[src/rtl/dcache_pkg.sv]
// Shared data-cache definitions: geometry, width helpers and the miss FSM
// state encoding. The LRU block and the tag-compare stage import this too.
`timescale 1ns/1ps

package dcache_pkg;

  // Default cache geometry
  localparam int DCACHE_WAYS       = 4;
  localparam int DCACHE_CACHE_SIZE = 32768;
  localparam int DCACHE_BLOCK_SIZE = 16;
  localparam int DCACHE_ADDR_W     = 32;
  localparam int DCACHE_DATA_W     = 32;

  // Byte-offset bits inside one line
  function automatic int offset_bits(input int block_size);
    return $clog2(block_size);
  endfunction

  // Set-index bits for a given size, line size and associativity
  function automatic int index_bits(input int cache_size, input int block_size, input int ways);
    return $clog2(cache_size / (block_size * ways));
  endfunction

  // Derived widths for the default geometry (4 / 9 / 19 / 4 words)
  localparam int DCACHE_OFFSET_W = offset_bits(DCACHE_BLOCK_SIZE);
  localparam int DCACHE_INDEX_W  = index_bits(DCACHE_CACHE_SIZE, DCACHE_BLOCK_SIZE, DCACHE_WAYS);
  localparam int DCACHE_TAG_W    = DCACHE_ADDR_W - DCACHE_INDEX_W - DCACHE_OFFSET_W;
  localparam int DCACHE_WORDS    = DCACHE_BLOCK_SIZE / (DCACHE_DATA_W / 8);

  // Miss-handling FSM states
  typedef enum logic [2:0] {
    IDLE    = 3'd0,
    WB      = 3'd1,
    RD_REQ  = 3'd2,
    RD_WAIT = 3'd3,
    DONE    = 3'd4
  } miss_state_e;

endpackage

[src/rtl/dcache_miss_ctrl.sv]
// Data-cache miss controller: on a lookup miss it writes back a dirty victim
// line word by word, then refills the line from memory one word per read,
// and finally signals the array to install the new tag.
`timescale 1ns/1ps

import dcache_pkg::*;

module dcache_miss_ctrl #(
  parameter int WAYS       = DCACHE_WAYS,
  parameter int CACHE_SIZE = DCACHE_CACHE_SIZE,
  parameter int BLOCK_SIZE = DCACHE_BLOCK_SIZE,
  parameter int ADDR_W     = DCACHE_ADDR_W,
  parameter int DATA_W     = DCACHE_DATA_W,
  localparam int OFFSET_W  = offset_bits(BLOCK_SIZE),
  localparam int INDEX_W   = index_bits(CACHE_SIZE, BLOCK_SIZE, WAYS),
  localparam int TAG_W     = ADDR_W - INDEX_W - OFFSET_W,
  localparam int WORDS     = BLOCK_SIZE / (DATA_W / 8)
) (
  input  logic              clock,
  input  logic              rst,
  // Lookup stage
  input  logic              lookup_valid_i,
  input  logic              hit_i,
  input  logic              miss_i,
  input  logic [ADDR_W-1:0] addr_i,
  input  logic [1:0]        lru_select_i,
  input  logic              victim_dirty_i,
  input  logic [TAG_W-1:0]  victim_tag_i,
  // Array read port (victim data for write-back)
  output logic [1:0]        line_rd_word_o,
  input  logic [DATA_W-1:0] line_rd_data_i,
  // Memory interface
  output logic              mem_req_o,
  output logic              mem_we_o,
  output logic [ADDR_W-1:0] mem_addr_o,
  output logic [DATA_W-1:0] mem_wdata_o,
  input  logic              mem_gnt_i,
  input  logic              mem_rvalid_i,
  input  logic [DATA_W-1:0] mem_rdata_i,
  // Array refill port
  output logic              refill_we_o,
  output logic [1:0]        refill_way_o,
  output logic [INDEX_W-1:0] refill_index_o,
  output logic [1:0]        refill_word_o,
  output logic [DATA_W-1:0] refill_data_o,
  output logic              refill_done_o,
  output logic [TAG_W-1:0]  refill_tag_o,
  // Pipeline control
  output logic              stall_o,
  output logic              err_o
);

  // Word index is 2 bits wide; the remaining offset bits select bytes
  localparam int                  BYTE_W    = OFFSET_W - 2;
  localparam logic [BYTE_W-1:0]   BYTE_PAD  = '0;
  localparam logic [1:0]          LAST_WORD = 2'(WORDS - 1);

  miss_state_e        state_q, state_d;
  logic [TAG_W-1:0]   tag_q;
  logic [TAG_W-1:0]   vtag_q;
  logic [INDEX_W-1:0] index_q;
  logic [1:0]         way_q;
  logic [1:0]         word_q, word_d;
  logic               err_q, err_d;
  logic               load;

  // Address split into tag / set index; byte offset is not needed
  logic [TAG_W-1:0]   addr_tag;
  logic [INDEX_W-1:0] addr_index;
  logic               unused_offset;

  assign addr_tag      = addr_i[ADDR_W-1 -: TAG_W];
  assign addr_index    = addr_i[OFFSET_W +: INDEX_W];
  assign unused_offset = ^addr_i[OFFSET_W-1:0];

  // A lookup is only acted upon out of reset, so every output stays 0 while rst is low
  logic lookup_ok;
  assign lookup_ok = rst && lookup_valid_i;

  assign err_o = err_q;

  // State register
  always_ff @(posedge clock or negedge rst) begin
    // NOTE: sequential state uses non-blocking assignments so every flop
    // samples pre-edge values regardless of block evaluation order.
    if (!rst) begin
      state_q <= IDLE;
    end else begin
      state_q <= state_d;
    end
  end

  // Latched miss context, word counter and the error pulse
  always_ff @(posedge clock or negedge rst) begin
    if (!rst) begin
      tag_q   <= '0;
      vtag_q  <= '0;
      index_q <= '0;
      way_q   <= '0;
      word_q  <= '0;
      err_q   <= 1'b0;
    end else begin
      if (load) begin
        tag_q   <= addr_tag;
        vtag_q  <= victim_tag_i;
        index_q <= addr_index;
        way_q   <= lru_select_i;
      end
      word_q <= word_d;
      err_q  <= err_d;
    end
  end

  // Next-state and output decode
  always_comb begin
    // NOTE: every signal written here gets a default first; a path that
    // leaves one unassigned would otherwise infer a latch.
    state_d        = state_q;
    word_d         = word_q;
    load           = 1'b0;
    err_d          = 1'b0;
    stall_o        = 1'b0;
    line_rd_word_o = '0;
    mem_req_o      = 1'b0;
    mem_we_o       = 1'b0;
    mem_addr_o     = '0;
    mem_wdata_o    = '0;
    refill_we_o    = 1'b0;
    refill_way_o   = '0;
    refill_index_o = '0;
    refill_word_o  = '0;
    refill_data_o  = '0;
    refill_done_o  = 1'b0;
    refill_tag_o   = '0;

    unique case (state_q)
      IDLE: begin
        if (lookup_ok && hit_i && miss_i) begin
          // Contradictory lookup result: flag it, start nothing
          err_d = 1'b1;
        end else if (lookup_ok && miss_i) begin
          load    = 1'b1;
          word_d  = '0;
          stall_o = 1'b1;
          state_d = victim_dirty_i ? WB : RD_REQ;
        end
      end

      WB: begin
        stall_o        = 1'b1;
        mem_req_o      = 1'b1;
        mem_we_o       = 1'b1;
        mem_addr_o     = {vtag_q, index_q, word_q, BYTE_PAD};
        line_rd_word_o = word_q;
        mem_wdata_o    = line_rd_data_i;
        if (mem_gnt_i) begin
          word_d = word_q + 2'd1;
          if (word_q == LAST_WORD) begin
            state_d = RD_REQ;
          end
        end
      end

      RD_REQ: begin
        stall_o    = 1'b1;
        mem_req_o  = 1'b1;
        mem_addr_o = {tag_q, index_q, word_q, BYTE_PAD};
        if (mem_gnt_i) begin
          state_d = RD_WAIT;
        end
      end

      RD_WAIT: begin
        stall_o = 1'b1;
        if (mem_rvalid_i) begin
          refill_we_o    = 1'b1;
          refill_way_o   = way_q;
          refill_index_o = index_q;
          refill_word_o  = word_q;
          refill_data_o  = mem_rdata_i;
          word_d         = word_q + 2'd1;
          state_d        = (word_q == LAST_WORD) ? DONE : RD_REQ;
        end
      end

      DONE: begin
        stall_o        = 1'b1;
        refill_done_o  = 1'b1;
        refill_tag_o   = tag_q;
        refill_way_o   = way_q;
        refill_index_o = index_q;
        state_d        = IDLE;
      end

      default: begin
        state_d = IDLE;
      end
    endcase
  end

endmodule

[config.mk]
export PLATFORM = sky130hd
export DESIGN_NAME = dcache_miss_ctrl
export DESIGN_NICKNAME = d
export VERILOG_FILES = /design/src/rtl/dcache_pkg.sv /design/src/rtl/dcache_miss_ctrl.sv
export SDC_FILE = /design/constraint.sdc
export NUM_CORES = 1
export LEC_CHECK = 0
export ABC_AREA = 1
export ABC_CLOCK_PERIOD_IN_PS = 2860
export CELL_PAD_IN_SITES_DETAIL_PLACEMENT = 1
export CELL_PAD_IN_SITES_GLOBAL_PLACEMENT = 2
export CORE_UTILIZATION = 17
export CTS_CLUSTER_SIZE = 10
export DETAILED_ROUTE_END_ITERATION = 12
export PLACE_DENSITY = 0.92
export SLEW_MARGIN = 0
export SYNTH_ARGS = -nofsm -noshare
export SYNTH_HDL_FRONTEND = slang
export SYNTH_SLANG_ARGS = --single-unit
[constraint.sdc]
create_clock -name clock -period 2.86 [get_ports clock]
set_input_delay 0.572 -clock clock [delete_from_list [all_inputs] [get_ports clock]]
set_output_delay 0.572 -clock clock [all_outputs]
set_load 0.01 [all_outputs]
# Yosys cells after proc, flatten, opt, wreduce, memory -nomap -nowiden
# Cells that the tools add are included.
[totals] ff_bits=55 input_bits=125 out_inout_bits=136 word_cells=66
[op_classes] addsub=1 eq_ne=11 n_mux=37 n_reduce_logical=10
[ops] operator="32-bit 2-to-1 mux" count=3
[ops] operator="32-bit case mux with 2 select lines" count=1
[ops] operator="3-bit 2-to-1 mux" count=7
[ops] operator="19-bit 2-to-1 mux" count=1
[ops] operator="2-bit 2-to-1 mux" count=9
[ops] operator="9-bit case mux with 2 select lines" count=1
[ops] operator="2-bit inequality test, second input constant" count=6
[ops] operator="3-bit case mux with 4 select lines" count=1
[ops] operator="1-bit 2-to-1 mux" count=10
[ops] operator="9-bit 2-to-1 mux" count=1
[ops] operator="3-bit by 2-bit == test with 1-bit output, second input constant" count=2
[ops] operator="2-bit case mux with 3 select lines" count=1
[ops] operator="6-bit AND reduction" count=1
[ops] operator="5-bit AND reduction" count=1
[ops] operator="1-bit logical AND" count=4
[ops] operator="2-bit case mux with 2 select lines" count=1
[ops] operator="4-bit OR reduction" count=1
[ops] operator="3-bit by 1-bit == test with 1-bit output, second input constant" count=1
[ops] operator="3-bit == test, second input constant" count=1
[ops] operator="3-bit logical NOT" count=1
[ops] operator="3-bit nonzero test" count=1
[ops] operator="2-bit by 1-bit adder with 2-bit output, second input constant" count=1
[ops] operator="2-bit == test, second input constant" count=1
[ops] operator="1-bit case mux with 2 select lines" count=1
[ops] operator="2-bit OR reduction" count=1

# Logic depth before layout (Yosys ltp)
# Gate-level depths: netlist of run 1.
[logic_depth] ltp_word=5 mapped_depth=9

# Worst setup path after synthesis of run 1
# Ideal clock, no wire load.
[synth_timing] kind="register -> output" from="register state_q[1]" to="output port refill_tag_o[10]" t_arrival_ns=1.337 required_ns=2.288 setup_slack_ns=0.951 path_stages_with_launch=8 path_buffers=2 path_cell_list="dfrtp_1 -> buf_6 -> nor2_4 -> inv_1 -> nor2_1 -> inv_1 -> clkbuf_1 -> nor2_1"
[synth_between] elab_chain_len=2
[synth_rtl] element="start, declared" line="dcache_miss_ctrl.sv:58" rtl="miss_state_e state_q, state_d;"
[synth_rtl] element="start signal, assigned" line="dcache_miss_ctrl.sv:89" rtl="state_q <= state_d;"
[synth_rtl] element="3-bit == test" line="dcache_miss_ctrl.sv:136" rtl="unique case (state_q)"
[synth_rtl] element="19-bit 2-to-1 mux" line="dcache_miss_ctrl.sv:136"
[synth_rtl] element="end, declared" line="dcache_miss_ctrl.sv:47" rtl="output logic [TAG_W-1:0] refill_tag_o,"
# No other way between the ends.

# Worst setup path after layout of run 1
[layout_timing] from="input port mem_rvalid_i" to="output port refill_data_o[11]"
[layout_between] elab_chain_len=2
[layout_rtl] element="start, declared" line="dcache_miss_ctrl.sv:38" rtl="input logic mem_rvalid_i,"
[layout_rtl] element="32-bit 2-to-1 mux" line="dcache_miss_ctrl.sv:175" rtl="if (mem_rvalid_i) begin"
[layout_rtl] element="32-bit 2-to-1 mux" line="dcache_miss_ctrl.sv:136"
[layout_rtl] element="end, declared" line="dcache_miss_ctrl.sv:45" rtl="output logic [DATA_W-1:0] refill_data_o,"
# No other way between the ends.

==> flow_metrics.env, run 1 <==
export IMPL_grt_max_degree=67
export IMPL_synth_async_sr_flop_share_pct=100
export IMPL_cts_root_buffer="clkbuf_16"
export IMPL_p_sw_mw=1.92
export IMPL_drtPass1Iterations=4
export IMPL_setup_ws_ps=134
export IMPL_synth_area_leaders="dfrtp_1, nor2_1, nand2_1"
export IMPL_p_leak_nw=2.86
export IMPL_grt_ovfl_total=0
export IMPL_place_ws_ps=85.8
export IMPL_via_per_inst=3.91
export IMPL_rsz0062_at_grt="false"
export IMPL_clock_path_buffers=2
export IMPL_met1_usage_pct=14.7
export IMPL_p_int_mw=2.84
export IMPL_slowest_delay_ps=550
export IMPL_grt_pass1_vias=4127
export IMPL_post_route_period_util_pct=95.3
export IMPL_power_frac_seq_pct=27.0
export IMPL_synth_ff_type="dfrtp_1"
export IMPL_ir_drop_mv=0.260
export IMPL_port_buffers=254
export IMPL_ctsHtreeMaxLevel=2
export IMPL_seq_area_sq_um=1380
export IMPL_critPathRequiredTime_ps=2290
export IMPL_wl_per_cell_um=13.5
export IMPL_yosys_warnings=0
export IMPL_fin_nets=868
export IMPL_path_clk_slew_ps=80
export IMPL_worstSetupPathType="input port to output port"
export IMPL_grt_use_met2_pct=24.9
export IMPL_drt_iter0_markers=125
export IMPL_place_area_sq_um=6120
export IMPL_cts_hold_fix_buffers=0
export IMPL_cp_common_cell="clkdlybuf4s50_1"
export IMPL_area_growth_pct=89.3
export IMPL_drive_gt1_share_pct=6.33
export IMPL_postSynthCellCount=498
export IMPL_final_min_clock_period_ps=2730
export IMPL_post_route_util_pct=33.3
export IMPL_power_density_nw_per_um2=756
export IMPL_die_h_um=142
export IMPL_routed_wirelength_um=13500
export IMPL_swShare_pct=40.3
export IMPL_synth_edf_count=0
export IMPL_yosysSeqAreaShare_pct=41.3
export IMPL_synth_top_area_share_pct=41.3
export IMPL_num_antenna_cells=0
export IMPL_die_x_um=142
export IMPL_worst_path_max_delay_cell="clkdlybuf4s50_1"
export IMPL_mappedNetlistArea_sq_um=3330
export IMPL_path_cells="clkdlybuf4s50_1 -> buf_4 -> nand2_1 -> nor2_1 -> clkdlybuf4s50_1"
export IMPL_finClkSkew_ps=7.14
export IMPL_setup_violations_final=0
export IMPL_multi_input_area_sq_um=1410
export IMPL_cts_sinks=55
export IMPL_grt_use_met3_pct=4.44
export IMPL_fin_tns_setup_ps=0
export IMPL_antenna_found_initial=0
export IMPL_power_frac_clock_pct=14.2
export IMPL_status="complete, no violations"
export IMPL_final_fill_count=2357
export IMPL_endpoint_kind="output port"
export IMPL_row_count=50
export IMPL_post_route_cell_area_sq_um=6300
export IMPL_ant_nets=0
export IMPL_hold_path_class="input port to asynchronous set/reset pin"
export IMPL_initial_core_util_pct=17.6
export IMPL_track_usage_pct=13.5
export IMPL_dp_hpwl_um=10600
export IMPL_routed_via_count=3926
export IMPL_place_congestion=0.703
export IMPL_synth_ff_latch_count=55
export IMPL_cap_violations=0
export IMPL_dieArea_sq_um=20100
export IMPL_syn_avg_cell_area_sq_um=6.69
export IMPL_finalMaxSlewViolations=0
export IMPL_clk_latency_ps=300
export IMPL_hold_violations=0
export IMPL_crit_arrival_ps=2150
export IMPL_fmax_mhz=367
export IMPL_tightest_slew_ps=540
export IMPL_cts_tree="yes"
export IMPL_synth_top_area_cell="dfrtp_1"
export IMPL_synth_distinct_cells=26
export IMPL_cts_buffers=5
export IMPL_busiest_layer="met2"
export IMPL_grt_pass1_wl_um=21100
export IMPL_power_frac_comb_pct=58.8
export IMPL_coreArea_sq_um=19000
export IMPL_route_detailed_drc=0
export IMPL_crit_fanout=25
export IMPL_num_io_pins=261
export IMPL_critPathLaunchType="input port"
export IMPL_max_slew_margin_pct=64.0
[through the flow]
stage	power, mW	hold slack [ps]	cells
after floorplan	2.67	276	499
after global placement	4.07	501	993
after detailed placement	4.14	512	993
after CTS	4.86	281	1001
after global routing	5.17	286	1003
final	4.77	272	1003
[power groups by stage]
stage	clock network, mW	logic, mW	registers [mW]
global placement	0	2.78	1.29
global route	0.736	3.10	1.33
detailed placement	0	2.83	1.31
CTS	0.721	2.84	1.29
finish	0.677	2.80	1.28
floorplan	0	1.42	1.26
[final cells by class]
cell class	instances	area share, %
inverters	98	5.86
clock inverters	2	0.278
multi-input cells	315	22.4
well taps	260	5.16
flip-flops and latches	55	21.9
repair buffers	267	42.2
clock buffers	6	2.20
[cell families after synthesis]
logic type / count (synthesis) / share of synthesized area, %
buffers and inverters: 129 / 16.3
AND/OR/NAND/NOR: 240 / 30.1
other: 1 / 0.113
adder cells (fa/ha/maj): 1 / 0.376
flip-flops: 55 / 41.3
AO/OA/AOI/OAI: 72 / 11.8
[flip-flops by register name (all words and copies together) (netlist names)]
name / flops
err_o: 1
state_q: 3
vtag_q: 19
tag_q: 19
word_q: 2
way_q: 2
index_q: 9
[cell usage in the layout (no fill, tap or decap)]
cell type,synthesis,final
clkdlybuf4s50_1,0,248
nor2_1,107,107
nand2_1,102,102
inv_1,94,94
dfrtp_1,55,53
o21ai_0,41,41
o22ai_1,19,19
buf_4,2,12
nor2_2,11,11
o21ai_1,9,9
nand3_1,8,8
clkbuf_16,0,5
dlymetal6s2s_1,0,5
inv_2,3,3
nand2_2,3,3
o211ai_1,3,3
nand2_4,2,2
nor2_4,2,2
nand4_1,2,2
conb_1,1,2
inv_6,0,2
dfrtp_2,0,2
nor2_8,1,1
clkinv_2,1,1
nor3_1,1,1
nand3b_1,1,1
ha_1,1,1
clkbuf_8,0,1
buf_2,9,1
buf_12,0,1
[worst paths after layout]
path	startpoint	slack [ps]	depth (start not counted)	endpoint
setup / recovery	mem_rvalid_i	130	5	refill_data_o[11]
hold / removal	rst	270	2	tag_q[3]
setup reg to reg	state_q[0]	1120	9	state_q[0]
hold reg to reg	word_q[1]	520	2	word_q[1]
max in group asynchronous	rst	1760	3	index_q[4]
min in group clock	word_q[1]	520	2	word_q[1]
[timing repair]
action / in CTS / in global routing
resized for setup: 0 / 7
buffers inserted: 0 / 2
endpoints found under the setup margin: 0 / 42
[routing by layer]
metal,vias to the layer above,routed length [um]
li1,1965,-
met5,-,0
met3,7,1300
met1,1778,5430
met2,176,6670
met4,0,119
[Yosys cell counts (2+ instances only)]
| master | instances |
|---|---|
| clkbuf_1 | 14 |
| o21ai_0 | 41 |
| nand3_1 | 8 |
| inv_2 | 3 |
| nor2_1 | 107 |
| dfrtp_1 | 55 |
| nand2_1 | 102 |
| o22ai_1 | 19 |
| inv_1 | 94 |
| o21ai_1 | 9 |
| o211ai_1 | 3 |
| buf_6 | 5 |
| nor2_2 | 11 |
| nand2_2 | 3 |
| nand4_1 | 2 |
| nand2_4 | 2 |
| buf_4 | 2 |
| nor2_4 | 2 |
| buf_2 | 9 |
[critical path: cells and delay by family]
family / cells / cell delay [ps]
buffers and inverters: 3 / 1360
and+or+nand+nor: 2 / 210
No activity file was read; power rests on OpenSTA's default activity.
==> inputs of run 2 (changes only) <==
PLACE_DENSITY = default   (was 0.92)
PLACE_DENSITY_LB_ADDON = 0.1   (was default)
==> flow_metrics.env, run 2 (same netlist as run 1, synthesis figures left out) <==
export IMPL_post_route_util_pct=33.4
export IMPL_routed_wirelength_um=13700
export IMPL_cp_common_cell="clkdlybuf4s50_1"
export IMPL_port_buffers=254
export IMPL_p_sw_mw=1.91
export IMPL_num_io_pins=261
export IMPL_initial_core_util_pct=17.6
export IMPL_worst_path_buf_inv=3
export IMPL_num_antenna_cells=0
export IMPL_wl_per_cell_um=13.7
export IMPL_cts_tree="yes"
export IMPL_cp_endpoint="refill_data_o[8]"
export IMPL_area_growth_pct=89.9
export IMPL_power_frac_comb_pct=60.1
export IMPL_critPathRequiredTime_ps=2290
export IMPL_drtPass1Iterations=4
export IMPL_power_frac_clock_pct=13.2
export IMPL_dpl_cell_count=993
export IMPL_die_h_um=142
export IMPL_r2r_start="state_q[1]"
export IMPL_finClkSkew_ps=9.15
export IMPL_routed_via_count=3903
export IMPL_finalMaxSlewViolations=0
export IMPL_worst_path_max_delay_cell="clkdlybuf4s50_1"
export IMPL_drive_gt1_share_pct=6.86
export IMPL_final_cell_mix="clkdlybuf4s50_1, nor2_1, nand2_1"
export IMPL_slowest_delay_ps=550
export IMPL_power_density_nw_per_um2=760
export IMPL_instances_no_fill=1003
export IMPL_fin_tns_setup_ps=0
export IMPL_layout_commonest_cell="clkdlybuf4s50_1"
export IMPL_grt_pass1_wl_um=21600
export IMPL_rsz0062_at_grt="false"
export IMPL_crit_family="buffers and inverters"
export IMPL_power_frac_seq_pct=26.7
export IMPL_drt_iter0_markers=121
export IMPL_hold_path_class="input port to asynchronous set/reset pin"
export IMPL_path_clk_slew_ps=80
export IMPL_fin_nets=869
export IMPL_antenna_found_initial=0
export IMPL_grt_max_degree=53
export IMPL_dp_hpwl_um=10600
export IMPL_p_leak_nw=2.80
export IMPL_cts_buffers=5
export IMPL_hold_violations=0
export IMPL_place_congestion=0.722
export IMPL_path_cells="clkdlybuf4s50_1 -> buf_4 -> nand2_1 -> nor2_1 -> clkdlybuf4s50_1"
export IMPL_via_per_inst=3.89
export IMPL_die_x_um=142
export IMPL_route_detailed_drc=0
export IMPL_cts_hold_fix_buffers=0
export IMPL_final_min_clock_period_ps=2700
export IMPL_endpoint_kind="output port"
export IMPL_grt_pass1_vias=4024
export IMPL_ctsHtreeMaxLevel=2
export IMPL_crit_fanout=23
export IMPL_crit_arrival_ps=2130
export IMPL_holdWs_ps=406
export IMPL_r2r_cells=9
export IMPL_reg_largest_list="tag_q (19), vtag_q (19), index_q (9)"
export IMPL_ant_nets=0
export IMPL_rrSetupSlack_ps=1050
export IMPL_grt_ovfl_total=0
export IMPL_ir_drop_mv=0.308
export IMPL_coreArea_sq_um=19000
export IMPL_r2r_end="state_q[0]"
export IMPL_setup_violations_final=0
export IMPL_cap_violations=0
export IMPL_status="complete, no violations"
export IMPL_clk_latency_ps=300
export IMPL_cts_sinks=55
export IMPL_worstSetupPathType="input port to output port"
export IMPL_cts_root_buffer="clkbuf_16"
export IMPL_clock_path_buffers=2
export IMPL_post_route_period_util_pct=94.6
export IMPL_critPathLaunchType="input port"
export IMPL_row_count=50
export IMPL_p_int_mw=2.90
export IMPL_crit_cells=5
export IMPL_crit_start="mem_rvalid_i"
export IMPL_dieArea_sq_um=20100
export IMPL_fmax_mhz=370
export IMPL_track_usage_pct=13.7
export IMPL_swShare_pct=39.7
==> run 2: worst min-delay path by stage <==
stage               from  slack, ps  depth (start not counted)        end
5_1_grt              rst        440                          2  vtag_q[0]
3_5_place_dp   word_q[1]        510                          2  word_q[1]
6_report             rst        410                          2  vtag_q[0]
2_1_floorplan        rst        280                          0      err_o
3_3_place_gp   word_q[1]        500                          2  word_q[1]
4_1_cts              rst        410                          2  vtag_q[0]
==> run 2: layout make-up <==
type | count | area [sq um]
inverters | 98 | 373
flip-flops and latches | 55 | 1380
clock buffers | 6 | 139
fillers | 2329 | 12600
multi-input cells | 315 | 1420
well taps | 260 | 325
clock inverters | 1 | 8.76
repair buffers | 268 | 2680
==> run 2: power by group through the flow <==
| stage | sequential [mW] | clock, mW | combinational [mW] |
|---|---|---|---|
| 4_1_cts | 1.30 | 0.671 | 2.85 |
| 6_report | 1.28 | 0.633 | 2.89 |
| 5_1_grt | 1.33 | 0.696 | 3.22 |
| 2_1_floorplan | 1.26 | 0 | 1.42 |
| 3_3_place_gp | 1.29 | 0 | 2.79 |
| 3_5_place_dp | 1.31 | 0 | 2.83 |
==> run 2: repair_timing <==
action,4_1_cts,5_1_grt
cloned,0,0
resized for setup,2,7
endpoints found under the setup margin,31,42
buffers inserted,0,3
==> run 2: worst register-to-register path: stages (launching register included) <==
cell and delay (ps):
dfrtp_2 450, buf_12 140, buf_4 130, nand2_4 60, buf_4 310, nor2_1 100, nor2_2 250, nand2_1 140
nand2_1 70, nand2_1 50
==> run 2: through the flow <==
| step | worst slack (ps) | cell area [sq um] | power, mW |
|---|---|---|---|
| after floorplan | 951 | 3330 | 2.67 |
| after global placement | 162 | 6100 | 4.08 |
| after detailed placement | 132 | 6100 | 4.14 |
| after CTS | 30.8 | 6260 | 4.82 |
| after global routing | 13.6 | 6320 | 5.24 |
| final | 155 | 6320 | 4.80 |
==> run 2: layer usage <==
metal  vias to the layer above  share of wire (%)  global-route usage (%)
met1                      1800                 45                    18.0
met4                         0               0.61                    2.55
met3                         5                6.6                    3.06
met5                         -                  0                       0
met2                       134                 47                    23.0
li1                       1964                  -                       -
